**src/rtl/br_cdc_fifo_pop_flag_mgr_multi_if.sv**
```systemverilog
// Pop-side flag manager bus: pop request and push count in, occupancy flags
// and the rate-limited published pop count out.
interface br_cdc_fifo_pop_flag_mgr_multi_if #(
  parameter int unsigned Depth       = 2,
  parameter int unsigned MaxPopBeats = 1
);
  localparam int unsigned CountWidth = $clog2(Depth + 1);
  localparam int unsigned BeatsWidth = $clog2(MaxPopBeats + 1);

  logic [BeatsWidth-1:0] pop_beats;
  logic [CountWidth-1:0] push_count_gray;
  logic                  reset_active_push;
  logic [CountWidth-1:0] pop_count_gray;
  logic [CountWidth-1:0] items_next;
  logic [CountWidth-1:0] items;
  logic                  empty_next;
  logic                  empty;
  logic                  almost_empty;
  logic                  underflow_error;
  logic                  reset_active_pop;

  // Read logic / environment side.
  modport master (
    output pop_beats, push_count_gray, reset_active_push,
    input  pop_count_gray, items_next, items, empty_next, empty,
           almost_empty, underflow_error, reset_active_pop
  );

  // Flag manager side.
  modport slave (
    input  pop_beats, push_count_gray, reset_active_push,
    output pop_count_gray, items_next, items, empty_next, empty,
           almost_empty, underflow_error, reset_active_pop
  );
endinterface

```
**src/rtl/br_cdc_fifo_pop_flag_mgr_multi.sv**
```systemverilog
// Pop-domain flag manager for a multi-beat-pop CDC FIFO: tracks occupancy from the
// synchronized gray push count and publishes a one-step-per-cycle gray pop count.
module br_cdc_fifo_pop_flag_mgr_multi #(
  parameter int unsigned Depth                = 2,
  parameter int unsigned MaxPopBeats          = 1,
  parameter int unsigned AlmostEmptyThreshold = 1,
  parameter bit          EnableAssertions     = 1'b1
) (
  input logic                               clk,
  input logic                               rst_n,
  br_cdc_fifo_pop_flag_mgr_multi_if.slave   bus
);
  localparam int unsigned CountWidth = $clog2(Depth + 1);
  localparam int unsigned ExtWidth   = CountWidth + 1;
  localparam logic [ExtWidth-1:0]   WrapOffset = ExtWidth'(1) << CountWidth;
  localparam logic [CountWidth-1:0] AeThresh   = CountWidth'(AlmostEmptyThreshold);

  logic [CountWidth-1:0] pop_beats_ext;
  logic [CountWidth-1:0] pop_count;
  logic [CountWidth-1:0] pop_count_next;
  logic [CountWidth-1:0] push_count;
  logic [CountWidth-1:0] push_count_saved;
  logic [CountWidth-1:0] push_visible;
  logic [ExtWidth-1:0]   items_diff;
  logic [CountWidth-1:0] items_next_c;
  logic                  update_en;
  logic [CountWidth-1:0] pub;
  logic [CountWidth-1:0] pop_count_gray_q;
  logic [CountWidth-1:0] items_q;
  logic                  empty_q;
  logic                  almost_empty_q;
  logic                  underflow_q;
  logic                  reset_active_q;

  // Gray-to-binary: each binary bit is the XOR of all gray bits at or above it.
  always_comb begin
    push_count = '0;
    for (int i = 0; i < int'(CountWidth); i++) begin
      push_count[i] = ^(bus.push_count_gray >> i);
    end
  end

  // While the push side is in reset its count is garbage; use the last good value.
  always_comb begin
    pop_beats_ext  = CountWidth'(bus.pop_beats);
    pop_count_next = pop_count + pop_beats_ext;
    push_visible   = bus.reset_active_push ? push_count_saved : push_count;
    items_diff     = {1'b0, push_visible} + WrapOffset - {1'b0, pop_count_next};
    items_next_c   = CountWidth'(items_diff);
    update_en      = (pop_beats_ext != '0) || !bus.reset_active_push;
  end

  // Exact pop count and the saved push count.
  always_ff @(posedge clk or negedge rst_n) begin
    if (!rst_n) begin
      pop_count        <= '0;
      push_count_saved <= '0;
    end else begin
      pop_count <= pop_count_next;
      if (!bus.reset_active_push) push_count_saved <= push_count;
    end
  end

  // Occupancy flags; held while the push side is in reset and nothing pops.
  always_ff @(posedge clk or negedge rst_n) begin
    if (!rst_n) begin
      items_q        <= '0;
      empty_q        <= 1'b1;
      almost_empty_q <= 1'b1;
    end else if (update_en) begin
      items_q        <= items_next_c;
      empty_q        <= (items_next_c == '0);
      almost_empty_q <= (items_next_c <= AeThresh);
    end
  end

  // Publisher trails the true pop count one step per cycle so the gray bus
  // crossing to the push side only ever flips one bit.
  always_ff @(posedge clk or negedge rst_n) begin
    if (!rst_n) begin
      pub              <= '0;
      pop_count_gray_q <= '0;
    end else begin
      if (pub != pop_count_next) pub <= pub + CountWidth'(1);
      pop_count_gray_q <= pub ^ (pub >> 1);
    end
  end

  // Sticky underflow and pop-side reset indication.
  always_ff @(posedge clk or negedge rst_n) begin
    if (!rst_n) begin
      underflow_q    <= 1'b0;
      reset_active_q <= 1'b1;
    end else begin
      if (pop_beats_ext > items_q) underflow_q <= 1'b1;
      reset_active_q <= 1'b0;
    end
  end

  assign bus.pop_count_gray   = pop_count_gray_q;
  assign bus.items_next       = items_next_c;
  assign bus.items            = items_q;
  assign bus.empty_next       = (items_next_c == '0);
  assign bus.empty            = empty_q;
  assign bus.almost_empty     = almost_empty_q;
  assign bus.underflow_error  = underflow_q;
  assign bus.reset_active_pop = reset_active_q;

  if (EnableAssertions) begin : g_asserts
    localparam logic [CountWidth-1:0] DepthC    = CountWidth'(Depth);
    localparam logic [CountWidth-1:0] MaxBeatsC = CountWidth'(MaxPopBeats);

    a_items_le_depth: assert property (@(posedge clk) disable iff (!rst_n)
      items_next_c <= DepthC);
    a_pub_backlog: assert property (@(posedge clk) disable iff (!rst_n)
      (pop_count_next - pub) <= DepthC);
    a_beats_le_max: assert property (@(posedge clk) disable iff (!rst_n)
      pop_beats_ext <= MaxBeatsC);
    a_no_underflow: assert property (@(posedge clk) disable iff (!rst_n)
      pop_beats_ext <= items_q);
  end
endmodule

```
**src/flat_wrapper.sv**
```systemverilog
// flat-port wrapper written by rule: the top's interface ports become plain ports
module br_cdc_fifo_pop_flag_mgr_multi_flat 
#(
  parameter int unsigned Depth                = 2,
  parameter int unsigned MaxPopBeats          = 1,
  parameter int unsigned AlmostEmptyThreshold = 1,
  parameter bit          EnableAssertions     = 1'b1
)
  (clk, rst_n, bus_pop_beats, bus_push_count_gray, bus_reset_active_push, bus_pop_count_gray, bus_items_next, bus_items, bus_empty_next, bus_empty, bus_almost_empty, bus_underflow_error, bus_reset_active_pop);
  br_cdc_fifo_pop_flag_mgr_multi_if #(.Depth(Depth), .MaxPopBeats(MaxPopBeats)) bus_i ();
  input logic clk;
  input logic rst_n;
  input wire logic [$bits(bus_i.pop_beats)-1:0] bus_pop_beats;
  input wire logic [$bits(bus_i.push_count_gray)-1:0] bus_push_count_gray;
  input wire logic [$bits(bus_i.reset_active_push)-1:0] bus_reset_active_push;
  output wire logic [$bits(bus_i.pop_count_gray)-1:0] bus_pop_count_gray;
  output wire logic [$bits(bus_i.items_next)-1:0] bus_items_next;
  output wire logic [$bits(bus_i.items)-1:0] bus_items;
  output wire logic [$bits(bus_i.empty_next)-1:0] bus_empty_next;
  output wire logic [$bits(bus_i.empty)-1:0] bus_empty;
  output wire logic [$bits(bus_i.almost_empty)-1:0] bus_almost_empty;
  output wire logic [$bits(bus_i.underflow_error)-1:0] bus_underflow_error;
  output wire logic [$bits(bus_i.reset_active_pop)-1:0] bus_reset_active_pop;
  assign bus_i.pop_beats = bus_pop_beats;
  assign bus_i.push_count_gray = bus_push_count_gray;
  assign bus_i.reset_active_push = bus_reset_active_push;
  assign bus_pop_count_gray = bus_i.pop_count_gray;
  assign bus_items_next = bus_i.items_next;
  assign bus_items = bus_i.items;
  assign bus_empty_next = bus_i.empty_next;
  assign bus_empty = bus_i.empty;
  assign bus_almost_empty = bus_i.almost_empty;
  assign bus_underflow_error = bus_i.underflow_error;
  assign bus_reset_active_pop = bus_i.reset_active_pop;
  br_cdc_fifo_pop_flag_mgr_multi #(.Depth(Depth), .MaxPopBeats(MaxPopBeats), .AlmostEmptyThreshold(AlmostEmptyThreshold), .EnableAssertions(EnableAssertions)) u_core (.clk(clk), .rst_n(rst_n), .bus(bus_i));
endmodule
```
**config.mk**
```make
export PLATFORM = sky130hd
export DESIGN_NAME = br_cdc_fifo_pop_flag_mgr_multi_flat
export DESIGN_NICKNAME = d
export VERILOG_FILES = /design/src/rtl/br_cdc_fifo_pop_flag_mgr_multi_if.sv /design/src/rtl/br_cdc_fifo_pop_flag_mgr_multi.sv /design/src/flat_wrapper.sv
export SDC_FILE = /design/constraint.sdc
export NUM_CORES = 1
export LEC_CHECK = 0
export ABC_AREA = 1
export BUFFER_PORTS_ARGS = -buffer_cell sky130_fd_sc_hd__buf_2
export CAP_MARGIN = 10
export CORE_MARGIN = 2
export CORE_UTILIZATION = 53
export CTS_CLUSTER_SIZE = 8
export DETAILED_ROUTE_END_ITERATION = 8
export MAX_ROUTING_LAYER = met4
export PLACE_DENSITY = 0.79
export SKIP_CTS_REPAIR_TIMING = 1
export SLEW_MARGIN = 30
export SYNTH_ARGS = -nofsm -noshare
export SYNTH_HDL_FRONTEND = slang
export SYNTH_SLANG_ARGS = --single-unit
```
**constraint.sdc**
```tcl
create_clock -name clk -period 2.1 [get_ports clk]
set_input_delay 0.42 -clock clk [delete_from_list [all_inputs] [get_ports clk]]
set_output_delay 0.42 -clock clk [all_outputs]
set_load 0.1 [all_outputs]
```
==> flow_metrics.py, run 1 <==
metrics = {
    "setup_path": {
        "cp_max_fo": 5,
        "r2r-start": "u_core.pop_count[0]$_DFF_PN0_",
        "cp-start-kind": "flop",
        "arrival_ns": 1.57,
        "worst-setup-path-type": "reg2out",
        "slowest_stage": "dfrtp_1",
        "rr_worst_depth": 10,
        "reg2reg_to": "u_core.bus.items[1]$_DFFE_PN0P_",
        "max_stage_delay_ns": 0.40,
        "cp_common_cell": "nand2_1",
        "ff2ff_setup_slack_ns": 0.74,
        "crit_required_ns": 1.68,
        "path_cells": "ha_4 -> inv_1 -> nand2_1 -> nand2_2 -> nand2_1 -> nand2_1 -> nand2_1 -> nand2_2 -> buf_12",
        "end_kind": "primary output",
    },
    "final_layout": {
        "final_cell_mix": "31 x nand2_1, 13 x buf_2, 11 x dfrtp_1",
        "finish.utilization_pct": 73.9,
        "drive_above_1_share_pct": 36.9,
        "areaGrowthSynthToFinish_pct": 34.5,
        "diodes": 0,
        "instances_no_fill": 126,
        "nNetsFinal": 120,
        "fillers": 106,
        "final_common_cell": "nand2_1",
    },
    "route": {
        "drt-total-wl_mm": 1.37,
        "first_iter_violations": 15,
        "routedWlPerCell_um": 10.8,
        "firstDrtPassIters": 4,
        "route.detailed.drc": 0,
        "vias": 638,
        "routed_via_density": 5.06,
        "final_antenna_net_count": 0,
    },
    "job": {
        "drv_cap": 0,
    },
    "clock_tree": {
        "cts_tree": "done",
        "h-tree-depth": 1,
        "clk_pin_slew_ns": 0.08,
        "cts_inserted_buffers": 3,
        "clk_path_buf_depth": 2,
        "cts_root_buf": "clkbuf_4",
        "clk_latency_ns": 0.28,
        "cts_num_sinks": 14,
    },
    "global_route": {
        "grt_max_degree": 15,
        "overflow": 0,
        "grt_pass1_wl_mm": 2.07,
        "antenna_found_initial": 0,
        "grtUsageTotal_pct": 20.3,
        "grt_pass1_vias": 516,
    },
    "yosys": {
        "yosysWarnings": 0,
        "syn_inst": 87,
        "synthesis.nets": 95,
        "synth_cell_type_count": 18,
        "synth_edf_count": 0,
        "synthFlopType": "dfrtp_1",
        "synth_area_per_cell_um2": 8.01,
        "ys_seq_area_share_pct": 50.8,
        "synthArstFlopShare_pct": 100,
        "synth_seq_cells": 14,
        "syn-cell-area_um2": 697,
    },
    "timing": {
        "report.final.hold_viol_count": 0,
        "layout_worst_path_cycle_share_pct": 95.0,
        "drv_slew": 0,
        "max_freq_ghz": 0.501,
        "clock_skew_ns": 0.00259,
        "post-route-min-period_ns": 1.99,
        "finalSetupViolations": 0,
    },
    "hold_path": {
        "hp-class": "in2async",
    },
    "placement": {
        "place_inst": 120,
        "io_buffers": 16,
        "dp_hpwl_mm": 1.04,
        "gp_congestion": 0.822,
    },
    "floorplan": {
        "rows": 13,
        "core_region_area_um2": 1270,
        "initial_utilization_pct": 54.9,
        "die_area_um2": 1620,
        "dieWidth_um": 40.3,
        "die_h_um": 40.3,
        "io_pins": 17,
    },
    "status": {
        "status": "complete, no violations",
    },
}
-- cell type report --
type | instances | area, µm² | share of cell area, %
timing repair buffer | 20 | 155 | 16.6
tap | 15 | 18.8 | 2.00
inverter | 12 | 47.5 | 5.07
clock buffer | 4 | 36.3 | 3.87
multi-input combinational | 61 | 325 | 34.7
sequential | 14 | 354 | 37.8
-- worst max path at each step --
stage | start | to | slack [ns] | cells after the start
finish | u_core.pop_count[0]$_DFF_PN0_ | bus_items_next[1] | 0.11 | 9
floorplan | bus_pop_beats | bus_empty_next | -0.05 | 6
global placement | bus_pop_beats | bus_empty_next | 0.14 | 8
CTS | u_core.pop_count[0]$_DFF_PN0_ | bus_items_next[1] | 0.02 | 9
detailed placement | bus_pop_beats | bus_empty_next | 0.13 | 8
global route | u_core.pop_count[0]$_DFF_PN0_ | bus_items_next[1] | -0.01 | 9
-- state kept, by name, summed over array words and instances, names as in the netlist --
name                         count
u_core.bus.almost_empty          1
u_core.bus.empty                 1
u_core.bus.items                 2
u_core.bus.pop_count_gray        2
u_core.bus.reset_active_pop      1
u_core.bus.underflow_error       1
u_core.pop_count                 2
u_core.pub                       2
u_core.push_count_saved          2
-- through the flow --
stage / hold WS [ns] / setup WS (ns) / TNS, ns / area [µm²]
3_5_place_dp: 0.330 / 0.128 / 0 / 868
2_1_floorplan: 0.124 / -0.0501 / -0.0501 / 709
6_report: 0.00937 / 0.105 / 0 / 937
5_1_grt: 0.0318 / -0.0115 / -0.0115 / 937
4_1_cts: 0.0237 / 0.0206 / 0 / 905
3_3_place_gp: 0.326 / 0.145 / 0 / 868
-- per-layer routing --
metal	vias up	track usage [%]	routed length (µm)	share of wire [%]
met5	-	-	0	0
met4	0	7.50	27	2.0
met3	5	5.00	65	4.8
met2	18	33.1	707	52
met1	301	24.2	565	41
li1	314	-	-	-
-- cells by family after synthesis --
family                   count (synthesis)  synth area share, %
buffers and inverters                   12                 6.46
flip-flops                              14                 50.8
other                                    1                0.538
AO/OA/AOI/OAI                            4                 3.59
AND/OR/NAND/NOR                         52                 32.5
XOR/XNOR                                 2                 2.51
adder cells (fa/ha/maj)                  2                 3.59
-- critical path, delay by kind of cell (launching register included) --
kind	cells	cell delay, ns
buffers and inverters	2	0.23
flip-flops	1	0.40
AND/OR/NAND/NOR	6	0.49
adder cells (fa/ha/maj)	1	0.17
-- cell usage after synthesis (2+ instances only) --
master   instances  area [µm²]
ha_1             2        25.0
nand2_1         34         128
inv_1            9        33.8
nand2_2          2        12.5
nor2_1           3        11.3
dfstp_2          3        78.8
xor2_1           2        17.5
dfrtp_1         11         275
o21ai_0          2        10.0
nand3_1          9        45.0
inv_2            3        11.3
Power of run 1 is left out: the tool's default activity adds up to more than one toggle a clock period on the data nets, which glitch-free logic cannot reach.
==> run 2: changes to the inputs <==
--- a/config.mk
+++ b/config.mk
@@ -14,6 +14,7 @@
 export DETAILED_ROUTE_END_ITERATION = 8
 export MAX_ROUTING_LAYER = met4
 export PLACE_DENSITY = 0.79
+export SETUP_SLACK_MARGIN = 0.2
 export SKIP_CTS_REPAIR_TIMING = 1
 export SLEW_MARGIN = 30
 export SYNTH_ARGS = -nofsm -noshare
==> run 2 against run 1 <==
  * Non-clock buffer count up 3
  * Critical path depth unchanged
  * Setup slack worse by 0.010 ns
==> flow_metrics.py, run 2 (synthesis results as in run 1) <==
metrics = {
    "route": {
        "route.detailed.drc": 0,
        "firstDrtPassIters": 4,
        "final_antenna_net_count": 0,
        "routedWlPerCell_um": 13.5,
        "vias": 679,
        "first_iter_violations": 11,
        "routed_via_density": 5.26,
        "drt-total-wl_mm": 1.75,
    },
    "setup_path": {
        "cp-start-kind": "flop",
        "cp_common_cell": "nand2_1",
        "cp_max_fo": 3,
        "end_kind": "primary output",
        "slowest_stage": "dfrtp_1",
        "path_cells": "ha_4 -> inv_2 -> nand2_1 -> nand2_1 -> nand2_1 -> nand2_2 -> nand3_2 -> nand2_2 -> buf_12",
        "worst-setup-path-type": "reg2out",
        "crit_required_ns": 1.68,
        "max_stage_delay_ns": 0.40,
        "arrival_ns": 1.58,
    },
    "placement": {
        "io_buffers": 16,
        "place_area_um2": 888,
        "place_inst": 119,
        "dp_hpwl_mm": 1.09,
        "gp_congestion": 0.807,
    },
    "timing": {
        "clock_skew_ns": 0.00162,
        "maxSlewHeadroom_pct": 66.4,
        "post-route-min-period_ns": 2.00,
        "rsz0062_at_grt": "true",
        "finalSetupViolations": 0,
        "worst_pin_slew_ns": 0.502,
        "layout_worst_path_cycle_share_pct": 95.5,
        "fin_worst_hold_slack_ns": 0.00414,
        "drv_slew": 0,
        "max_freq_ghz": 0.499,
        "finalSetupTns_ns": 0,
        "report.final.hold_viol_count": 0,
    },
    "global_route": {
        "antenna_found_initial": 0,
        "grt_pass1_wl_mm": 2.26,
        "overflow": 0,
        "grt_max_degree": 15,
        "grtUsageTotal_pct": 22.5,
        "grt_pass1_vias": 544,
    },
    "clock_tree": {
        "clk_path_buf_depth": 2,
        "cts_tree": "done",
        "cts_inserted_buffers": 3,
        "cts_root_buf": "clkbuf_4",
        "clk_latency_ns": 0.29,
        "h-tree-depth": 1,
        "clk_pin_slew_ns": 0.09,
        "cts_num_sinks": 14,
    },
    "job": {
        "drv_cap": 0,
    },
    "floorplan": {
        "initial_utilization_pct": 54.9,
        "rows": 13,
        "die_area_um2": 1620,
        "die_h_um": 40.3,
        "dieWidth_um": 40.3,
        "io_pins": 17,
        "core_region_area_um2": 1270,
    },
    "hold_path": {
        "hp-class": "in2async",
    },
    "final_layout": {
        "fillers": 83,
        "diodes": 0,
        "areaGrowthSynthToFinish_pct": 43.3,
        "drive_above_1_share_pct": 47.4,
        "final_cell_mix": "25 x nand2_1, 13 x buf_2, 11 x dfrtp_1",
        "nNetsFinal": 123,
        "instances_no_fill": 129,
        "stdcell_area_um2": 998,
        "final_common_cell": "nand2_1",
    },
    "status": {
        "status": "complete, no violations",
    },
}
[run 2: final timing paths]
| path | cells after the start | slack [ns] | from | endpoint |
|---|---|---|---|---|
| worst max-delay path | 9 | 0.1 | u_core.pop_count[0]$_DFF_PN0_ | bus_items_next[1] |
| worst min-delay path | 1 | 0.004 | rst_n | u_core.bus.pop_count_gray[0]$_DFF_PN0_ |
| worst max register to register | 10 | 0.75 | u_core.pop_count[0]$_DFF_PN0_ | u_core.bus.items[1]$_DFFE_PN0P_ |
| worst min register to register | 0 | 0.43 | u_core.pub[1]$_DFFE_PN0P_ | u_core.bus.pop_count_gray[1]$_DFF_PN0_ |
| max in group asynchronous | 1 | 1.81 | rst_n | u_core.bus.empty$_DFFE_PN1P_ |
| min in group clk | 0 | 0.43 | u_core.pub[1]$_DFFE_PN0P_ | u_core.bus.pop_count_gray[1]$_DFF_PN0_ |
[run 2: cell type report]
class / instances / area, µm² / area share (%)
flip-flops and latches: 14 / 354 / 35.5
clock buffers: 4 / 36.3 / 3.63
inverters: 12 / 52.6 / 5.26
well taps: 15 / 18.8 / 1.88
multi-input cells: 61 / 355 / 35.6
repair buffers: 23 / 181 / 18.2
[run 2: per-layer routing]
metal	track usage [%]	wire (µm)	vias to the layer above
met4	15.0	48	0
met3	3.33	94	4
li1	-	-	324
met5	-	0	-
met2	33.9	862	23
met1	27.7	740	328
[run 2: worst max-delay path: cells and delay by family, from the launching register on]
| family | cells | cell delay, ns |
|---|---|---|
| AND/OR/NAND/NOR | 6 | 0.48 |
| flip-flops | 1 | 0.40 |
| buffers and inverters | 2 | 0.23 |
| adder cells (fa/ha/maj) | 1 | 0.18 |
[run 2: stage by stage]
stage | util [%] | setup WS (ns)
final | 78.7 | 0.0951
after global routing | 78.7 | 0.00889
after CTS | 72.9 | 0.0408
after detailed placement | 70.0 | 0.217
after global placement | 70.0 | 0.235
after floorplan | - | 0.162
Power of run 2 is left out for the same reason.
